**config.mk**
```make
export PLATFORM = sky130hd
export DESIGN_NAME = morse_tx_controller
export DESIGN_NICKNAME = d
export VERILOG_FILES = /design/src/rtl/morse_pkg.sv /design/src/rtl/morse_tick_gen.sv /design/src/rtl/morse_tx_controller.sv
export SDC_FILE = /design/constraint.sdc
export NUM_CORES = 1
export LEC_CHECK = 0
export BUFFER_PORTS_ARGS = -buffer_cell sky130_fd_sc_hd__buf_2
export CELL_PAD_IN_SITES_DETAIL_PLACEMENT = 0
export CELL_PAD_IN_SITES_GLOBAL_PLACEMENT = 1
export CORE_MARGIN = 2
export CORE_UTILIZATION = 50
export CTS_CLUSTER_DIAMETER = 150
export DETAILED_ROUTE_END_ITERATION = 7
export PLACE_DENSITY = 0.93
export SYNTH_ARGS = -nofsm -noshare
export SYNTH_HDL_FRONTEND = slang
export SYNTH_SLANG_ARGS = --single-unit
export TNS_END_PERCENT = 1
```
**constraint.sdc**
```tcl
create_clock -name clock -period 5.62 [get_ports clock]
set_input_delay 0.562 -clock clock [delete_from_list [all_inputs] [get_ports clock]]
set_output_delay 0.562 -clock clock [all_outputs]
set_load 0.01 [all_outputs]
```
**src/rtl/morse_pkg.sv**
```systemverilog
// Shared definitions for the Morse letter transmitter: letter codes, FSM states
// and the MSB-first on/off patterns for each letter.
package morse_pkg;

  localparam int MORSE_PAT_W = 14;

  localparam logic [2:0] LETTER_S = 3'd0;
  localparam logic [2:0] LETTER_T = 3'd1;
  localparam logic [2:0] LETTER_U = 3'd2;
  localparam logic [2:0] LETTER_V = 3'd3;
  localparam logic [2:0] LETTER_W = 3'd4;
  localparam logic [2:0] LETTER_X = 3'd5;
  localparam logic [2:0] LETTER_Y = 3'd6;
  localparam logic [2:0] LETTER_Z = 3'd7;

  typedef enum logic [1:0] {
    IDLE = 2'd0,
    SEND = 2'd1,
    GAP  = 2'd2
  } state_t;

  // Element [k] holds the pattern for letter code k (Z is listed first).
  localparam logic [7:0][MORSE_PAT_W-1:0] MORSE_PATTERNS = {
    14'b11101110101000,  // Z
    14'b11101011101110,  // Y
    14'b11101010111000,  // X
    14'b10111011100000,  // W
    14'b10101011100000,  // V
    14'b10101110000000,  // U
    14'b11100000000000,  // T
    14'b10101000000000   // S
  };

  function automatic logic [MORSE_PAT_W-1:0] pattern_of(input logic [2:0] code);
    return MORSE_PATTERNS[code];
  endfunction

endpackage

```
**src/rtl/morse_tick_gen.sv**
```systemverilog
// Symbol-rate down-counter: tick is high on the last cycle of each symbol period.
module morse_tick_gen #(
  parameter int TICK_DIV = 25_000_000
) (
  input  logic clock,
  input  logic reset,
  input  logic reload,
  output logic tick
);

  localparam int CW = $clog2(TICK_DIV);
  localparam logic [CW-1:0] RELOAD_VAL = CW'(TICK_DIV - 1);

  logic [CW-1:0] count;

  always_ff @(posedge clock) begin
    if (reset || reload) begin
      count <= RELOAD_VAL;
    end else if (count == '0) begin
      count <= RELOAD_VAL;
    end else begin
      count <= count - CW'(1);
    end
  end

  assign tick = (count == '0);

endmodule

```
**src/rtl/morse_tx_controller.sv**
```systemverilog
// Sends one Morse letter at a time on led, followed by a fixed dark gap, with a
// one-deep buffer so a second letter can be queued while the first is sent.
module morse_tx_controller
  import morse_pkg::*;
#(
  parameter int TICK_DIV  = 25_000_000,
  parameter int GAP_TICKS = 3,
  parameter int PAT_W     = 14
) (
  input  logic       clock,
  input  logic       reset,
  input  logic       start,
  input  logic [2:0] letter,
  input  logic       abort,
  output logic       ready,
  output logic       busy,
  output logic       led,
  output logic       done
);

  localparam int GW = (GAP_TICKS > 1) ? $clog2(GAP_TICKS) : 1;

  state_t           state;
  state_t           next_state;
  logic [PAT_W-1:0] shreg;
  logic [PAT_W-1:0] shifted;
  logic [GW-1:0]    gap_cnt;
  logic             pend_valid;
  logic [2:0]       pend_letter;
  logic             done_q;
  logic             tick;
  logic             accept;
  logic             gap_end;

  assign accept  = start && !pend_valid && !abort;
  assign shifted = shreg << 1;
  assign gap_end = (state == GAP) && tick && (gap_cnt == '0);

  // Counter is held at its reload value whenever no letter is in flight.
  morse_tick_gen #(
    .TICK_DIV(TICK_DIV)
  ) u_tick_gen (
    .clock (clock),
    .reset (reset),
    .reload(abort || (state == IDLE)),
    .tick  (tick)
  );

  always_ff @(posedge clock) begin
    if (reset) begin
      state <= IDLE;
    end else begin
      state <= next_state;
    end
  end

  always_comb begin
    next_state = state;
    if (abort) begin
      next_state = IDLE;
    end else begin
      case (state)
        IDLE: if (accept) next_state = SEND;
        SEND: if (tick && (shifted == '0)) next_state = GAP;
        GAP: begin
          if (gap_end) begin
            next_state = (pend_valid || accept) ? SEND : IDLE;
          end
        end
        default: next_state = IDLE;
      endcase
    end
  end

  // Pattern shifting, gap counting, pending buffer and the completion pulse.
  always_ff @(posedge clock) begin
    if (reset) begin
      shreg       <= '0;
      gap_cnt     <= '0;
      pend_valid  <= 1'b0;
      pend_letter <= '0;
      done_q      <= 1'b0;
    end else begin
      done_q <= 1'b0;
      if (abort) begin
        shreg      <= '0;
        gap_cnt    <= '0;
        pend_valid <= 1'b0;
      end else begin
        case (state)
          IDLE: begin
            if (accept) shreg <= PAT_W'(pattern_of(letter));
          end
          SEND: begin
            if (tick) begin
              shreg <= shifted;
              if (shifted == '0) gap_cnt <= GW'(GAP_TICKS - 1);
            end
            if (accept) begin
              pend_valid  <= 1'b1;
              pend_letter <= letter;
            end
          end
          GAP: begin
            if (gap_end) begin
              if (pend_valid) begin
                shreg      <= PAT_W'(pattern_of(pend_letter));
                pend_valid <= 1'b0;
              end else if (accept) begin
                shreg <= PAT_W'(pattern_of(letter));
              end else begin
                done_q <= 1'b1;
              end
            end else begin
              if (tick) gap_cnt <= gap_cnt - GW'(1);
              if (accept) begin
                pend_valid  <= 1'b1;
                pend_letter <= letter;
              end
            end
          end
          default: shreg <= '0;
        endcase
      end
    end
  end

  always_comb begin
    busy  = (state == SEND) || (state == GAP);
    led   = (state == SEND) && shreg[PAT_W-1];
    ready = !pend_valid;
    done  = done_q;
  end

endmodule

```
After elaboration in Yosys (flattened, before gate mapping)
Memories as Yosys holds them, arrays and structs flattened. A register that Yosys moved wholly into a read port is not among the register bits.
Index checks and enable logic that the tools add are counted.
- bits in registers: 48
- ROM bits: 224
- memories kept: 2
- output and inout port bits: 4
- word-level logic and storage cells: 75
- input port bits: 7
- memories (name ; words ; width ; read ports ; clocked after memory_dff ; write ports ; RTL line ; source):
    (name not given) ; 8 ; 14 ; 1 ; 0 ; 0 ; morse_pkg.sv:35 ; return MORSE_PATTERNS[code];
    (name not given) ; 8 ; 14 ; 1 ; 1 ; 0 ; morse_pkg.sv:35 ;
- magnitude comparators: 2
- multiplexer cells: 26
- equal/unequal tests: 9
- reduce and logical (&&, ||, !) cells: 24
- $add $sub $neg: 2
- bitwise operators: 3
- operators with widths (kind ; number):
    14-bit 2-to-1 mux ; 6
    14-bit case mux with 3 select lines ; 1
    25-bit zero test ; 1
    25-bit by 1-bit subtractor with 25-bit output, second input constant ; 1
    14-bit zero test ; 1
    2-bit 2-to-1 mux ; 7
    2-bit inequality test, second input constant ; 7
    3-bit 2-to-1 mux ; 4
    3-bit by 4-bit less-than comparator with 1-bit output, second input constant ; 2
    1-bit logical AND ; 6
    2-bit case mux with 3 select lines ; 1
    3-bit case mux with 2 select lines ; 1
    3-bit AND reduction ; 2
    5-bit AND reduction ; 1
    5-bit OR reduction ; 1
    2-bit zero test ; 2
    1-bit logical OR ; 4
    1-bit 2-to-1 mux ; 4
    2-bit case mux with 2 select lines ; 1
    2-bit OR reduction ; 2
    1-bit NOT ; 3
    2-bit by 1-bit == test with 1-bit output, second input constant ; 1
    2-bit == test, second input constant ; 1
    1-bit zero test ; 2
    4 further kinds ; 4

Longest topological paths before layout
- depth after elaboration: 8
- depth in mapped cells: 8
- depth with buffers taken out: 8

Modules after synthesis
From an unflattened synthesis, not the netlist that was laid out.
- cell total of the unflattened synthesis: 327
- area total of the unflattened synthesis: 2977.9 µm²
- by module, submodules not included (module ; times used ; seq. area each (µm²) ; area each (µm²) ; cells each):
    morse_tx_controller ; 1 ; 660.6 ; 1833.0 ; 206
    morse_tick_gen ; 1 ; 500.5 ; 1144.8 ; 121

Worst setup path before layout
No wires, ideal clock.
- path type: input-to-reg
- start: input start
- end: register with a tool-made name
- setup time: 88 ps
- data arrival time: 2066 ps
- required time: 5532 ps
- stages on the path: 6
- path slack: 3466 ps
- cells stage by stage: nor3b_1 and2_1 a21boi_4 mux2i_4 inv_2 nor4_2
- RTL lines (item ; RTL line ; source):
    from (decl) ; morse_tx_controller.sv:12 ; input logic start,

Worst setup path in the final report
- start: register u_tick_gen.count[0]
- end: register shreg[6]
- cells in the longest elaborated chain, start to end: 5
- elaborated cells on any way between the ends: 6
- those cells by class: eq/ne (2); reduce/logical (4)
- ends and longest elaborated chain (item ; RTL line ; source):
    from (decl) ; morse_tick_gen.sv:14 ; logic [CW-1:0] count;
    from (signal assigned) ; morse_tick_gen.sv:22 ; count <= count - CW'(1);
    25-bit zero test (*) ; morse_tick_gen.sv:26 ; assign tick = (count == '0);
    1-bit logical AND (2 in series) ; morse_tx_controller.sv:37 ; assign gap_end = (state == GAP) && tick && (gap_cnt == '0);
    2-bit inequality test (no source line) ; -- ;
    2-bit AND reduction (no source line) (*) ; -- ;
    to (signal assigned) ; morse_tx_controller.sv:92 ; if (accept) shreg <= PAT_W'(pattern_of(letter));
    to (signal assigned) ; morse_tx_controller.sv:96 ; shreg <= shifted;
    to (signal assigned) ; morse_tx_controller.sv:107 ; shreg <= PAT_W'(pattern_of(pend_letter));
    to (decl) ; morse_tx_controller.sv:25 ; logic [PAT_W-1:0] shreg;
Mark *: on every way between the ends. The rest lies on a longest branch, timed or not.
A chain may end at the register's enable or synchronous reset.

==> metrics.txt <==
# TYPE chip_impl_metric gauge
chip_impl_info{name="cp_cell_sequence",value="inv_1, ha_1, nor4b_1, nand4_1, o21ai_1, a31oi_1, o2bb2ai_1"} 1
chip_impl_metric{name="required",unit="ns"} 5.83
chip_impl_metric{name="hold_path_depth",unit=""} 1
chip_impl_metric{name="dieHeight",unit="um"} 81.2
chip_impl_metric{name="reg2reg_slack",unit="ns"} 3.08
chip_impl_metric{name="fp.dieW",unit="um"} 81.2
chip_impl_metric{name="cts.repair_timing.setup_buffer_count",unit=""} 0
chip_impl_metric{name="worst_r2r_path_depth",unit=""} 7
chip_impl_info{name="crit_slowest_cell",value="sky130_fd_sc_hd__nor4b_1"} 1
chip_impl_metric{name="timing.final.crit_share",unit="%"} 45.1
chip_impl_metric{name="cts_buffer_depth",unit=""} 2
chip_impl_metric{name="power.density",unit="nW/um^2"} 264
chip_impl_metric{name="detailed_place.area",unit="um^2"} 3080
chip_impl_metric{name="antennaDiodeCount",unit=""} 0
chip_impl_metric{name="timing.fmax",unit="GHz"} 0.394
chip_impl_metric{name="core-area",unit="um^2"} 5850
chip_impl_metric{name="io_buffer_count",unit=""} 10
chip_impl_metric{name="final-setup-viol-count",unit=""} 0
chip_impl_metric{name="crit_buf_inv",unit=""} 1
chip_impl_metric{name="gr-usage-all-layers",unit="%"} 21.9
chip_impl_info{name="layout_common_cells",value="sky130_fd_sc_hd__dfxtp_1, sky130_fd_sc_hd__nand2_1, sky130_fd_sc_hd__nor2_1, sky130_fd_sc_hd__xnor2_1"} 1
chip_impl_metric{name="cts_buffers",unit=""} 9
chip_impl_metric{name="cap_viol_max_count",unit=""} 0
chip_impl_metric{name="synth_area_per_cell",unit="um^2"} 8.70
chip_impl_info{name="outcome",value="finished clean"} 1
chip_impl_metric{name="cell_count_after_synthesis",unit=""} 343
chip_impl_metric{name="route.detailed.vias_per_inst",unit=""} 6.02
chip_impl_metric{name="power.switching",unit="W"} 0.000202
chip_impl_metric{name="timing.critical_path.slowest_cell_delay",unit="ns"} 0.53
chip_impl_metric{name="cell_row_count",unit=""} 28
chip_impl_info{name="setup.worst_path.start_class",value="flip-flop"} 1
chip_impl_metric{name="grt_antenna_before_repair",unit=""} 0
chip_impl_metric{name="drt_pass1_iterations",unit=""} 5
chip_impl_metric{name="syn-num-nets",unit=""} 358
chip_impl_metric{name="hold_slack",unit="ns"} 0.429
chip_impl_metric{name="detail_route.iter0.violations",unit=""} 324
chip_impl_info{name="hold_path_class",value="flip-flop to flip-flop"} 1
chip_impl_metric{name="fin_nets",unit=""} 367
chip_impl_metric{name="yosys_warnings",unit=""} 0
chip_impl_metric{name="cts.reportedPaths.clkPinSlew",unit="ns"} 0.06
chip_impl_info{name="setup.worst_path.end_class",value="flip-flop"} 1
chip_impl_metric{name="timing.final.crit_period",unit="ns"} 2.54
chip_impl_metric{name="detail-route-antenna-nets",unit=""} 0
chip_impl_metric{name="floorplan.die_area",unit="um^2"} 6600
chip_impl_metric{name="cell_internal_pwr",unit="W"} 0.000664
chip_impl_info{name="rsz0062_at_grt",value="no"} 1
chip_impl_metric{name="stages_on_the_worst_setup_path",unit=""} 7
chip_impl_info{name="tritoncts",value="yes"} 1
chip_impl_metric{name="first_global_vias",unit=""} 2319
chip_impl_metric{name="filler_cells",unit=""} 548
chip_impl_metric{name="post_route_cells_drive_above_1_share",unit="%"} 11.8
chip_impl_metric{name="final_instance_area",unit="um^2"} 3280
chip_impl_metric{name="p_seq_share",unit="%"} 48.4
chip_impl_metric{name="preCtsSetupSlack",unit="ns"} 3.05
chip_impl_metric{name="seq_area_frac_synth",unit="%"} 38.9
chip_impl_metric{name="skew",unit="ns"} 0.00791
chip_impl_metric{name="max_slew_vio_count",unit=""} 0
chip_impl_metric{name="postCtsHoldBufs",unit=""} 0
chip_impl_metric{name="timing_worst_slew_pin_value",unit="ns"} 0.787
chip_impl_metric{name="drcViolationCount",unit=""} 0
chip_impl_metric{name="synth_async_sr_flop_share",unit="%"} 0
chip_impl_metric{name="ys_ff_latch",unit=""} 58
chip_impl_info{name="clock_tree.root_cell",value="sky130_fd_sc_hd__clkbuf_8"} 1
chip_impl_metric{name="worstPathArrival",unit="ns"} 2.75
chip_impl_metric{name="pwr-share-comb",unit="%"} 6.4
chip_impl_metric{name="slew_headroom",unit="%"} 47.1
chip_impl_metric{name="worstSkewPairLatency",unit="ns"} 0.34
chip_impl_metric{name="worst-path-max-fanout",unit=""} 7
chip_impl_metric{name="syn2layout_area_growth",unit="%"} 9.94
chip_impl_metric{name="finalWorstSetupSlack",unit="ns"} 3.08
chip_impl_metric{name="count_of_distinct_cell_types_in_the_synthesized_netlist",unit=""} 64
chip_impl_info{name="path_class",value="flip-flop to flip-flop"} 1
chip_impl_metric{name="overflow_left_after_global_routing",unit=""} 0
chip_impl_metric{name="drt_wl_total",unit="um"} 6710
chip_impl_metric{name="finalHoldViolations",unit=""} 0
chip_impl_metric{name="first_pass_grt_wire_length",unit="um"} 10900
chip_impl_metric{name="swShare",unit="%"} 23.3
chip_impl_metric{name="top_level_ports",unit=""} 11
chip_impl_metric{name="postCtsResizedCells",unit=""} 0
chip_impl_info{name="hold_start",value="u_tick_gen.count[0]"} 1
chip_impl_metric{name="power.ir.vdd_worst",unit="mV"} 0.158
chip_impl_info{name="timing.critical_path.max_delay_family",value="compound AO/OA/AOI/OAI gates"} 1
chip_impl_info{name="mostFrequentLayoutCell",value="sky130_fd_sc_hd__dfxtp_1"} 1
chip_impl_metric{name="vias",unit=""} 2601
chip_impl_info{name="worstReg2RegEnd",value="shreg[6]"} 1
chip_impl_metric{name="leakage",unit="nW"} 1.13
chip_impl_metric{name="grt_start_max_net_pins",unit=""} 21
chip_impl_info{name="hold_path_end",value="u_tick_gen.count[0]"} 1
chip_impl_metric{name="synth_edf_count",unit=""} 0
chip_impl_metric{name="clock_power_share",unit="%"} 45.2
chip_impl_metric{name="synth.cell_area",unit="um^2"} 2980
chip_impl_info{name="reg2reg_from",value="u_tick_gen.count[0]"} 1
chip_impl_metric{name="route.detailed.wl_per_inst",unit="um"} 15.5
chip_impl_metric{name="floorplan.initialDensity",unit="%"} 51.0
chip_impl_metric{name="globalplace.congestion",unit=""} 0.854
chip_impl_metric{name="htree_levels",unit=""} 3
chip_impl_metric{name="clock-sinks",unit=""} 58
chip_impl_metric{name="dp_hpwl",unit="um"} 4760
chip_impl_info{name="ys_dominant_reg_cell",value="sky130_fd_sc_hd__dfxtp_1"} 1
chip_impl_metric{name="fin_tns_setup",unit="ns"} 0
==> per-layer routing <==
layer  track usage (%)  vias to the layer above  wire (um)
met3              4.22                       16        263
met1              30.0                     1254       3340
met5                 0                        -          0
met4              12.5                        0        150
li1                  -                     1275          -
met2              32.2                       56       2960
==> cell families after synthesis <==
group / synth area share (%)
muxes: 3.82
and+or+nand+nor: 27.6
DFF: 38.9
xor gates and xnor gates: 5.58
adders and majority gates: 3.36
buffers and inverters: 3.15
AOI/OAI and AO/OA: 17.6
==> cell usage after synthesis, drive strengths merged (5+ instances only) <==
master   instances  share of area (%)
nor3b            5                1.3
a222oi           5                1.7
o2bb2ai          7                2.1
nor3            10                1.7
mux2i            9                3.4
ha               8                3.4
a21oi           12                2.0
nor2            33                4.2
nand3           10                1.7
inv             11                1.4
xnor2           15                4.4
clkbuf           9                1.1
nand4            5                1.3
o21ai           14                2.3
nand2           37                4.7
dfxtp           58                 39
nor2b            6                1.3
nor4            15                4.1
or4              7                2.0
a31oi            5                1.0
==> metrics by stage <==
step                      total power (W)  utilization (%)  std cells
after floorplan                  0.000467                -        343
after global placement           0.000482             52.7        416
after detailed placement         0.000482             52.7        416
after CTS                        0.000871             56.1        432
after global routing             0.000897             56.1        432
final                            0.000866             56.1        432
==> power by group through the flow <==
stage          combinational (W)  clock, W  sequential [W]
2_1_floorplan          0.0000404         0        0.000427
3_3_place_gp           0.0000540         0        0.000428
5_1_grt                0.0000613  0.000416        0.000419
6_report               0.0000553  0.000392        0.000419
3_5_place_dp           0.0000541         0        0.000428
4_1_cts                0.0000545  0.000398        0.000419
==> worst max path at each step <==
| stage | start | endpoint | slack [ns] |
|---|---|---|---|
| final | u_tick_gen.count[0] | shreg[6] | 3.08 |
| after global routing | u_tick_gen.count[0] | shreg[6] | 2.84 |
| after global placement | abort | flip-flop | 3.12 |
| after floorplan | start | flip-flop | 3.47 |
| after CTS | u_tick_gen.count[0] | shreg[6] | 3.13 |
| after detailed placement | abort | flip-flop | 3.05 |
==> cell type report <==
| cell class | count | area [um^2] | share of cell area (%) |
|---|---|---|---|
| Clock buffer | 14 | 163 | 4.96 |
| Sequential cell | 58 | 1160 | 35.4 |
| Clock inverter | 2 | 35.0 | 1.07 |
| Multi-Input combinational cell | 261 | 1730 | 52.7 |
| Tap cell | 75 | 93.8 | 2.86 |
| Inverter | 11 | 41.3 | 1.26 |
| Timing Repair Buffer | 11 | 57.6 | 1.76 |
No activity file was read; power rests on OpenSTA's default activity.
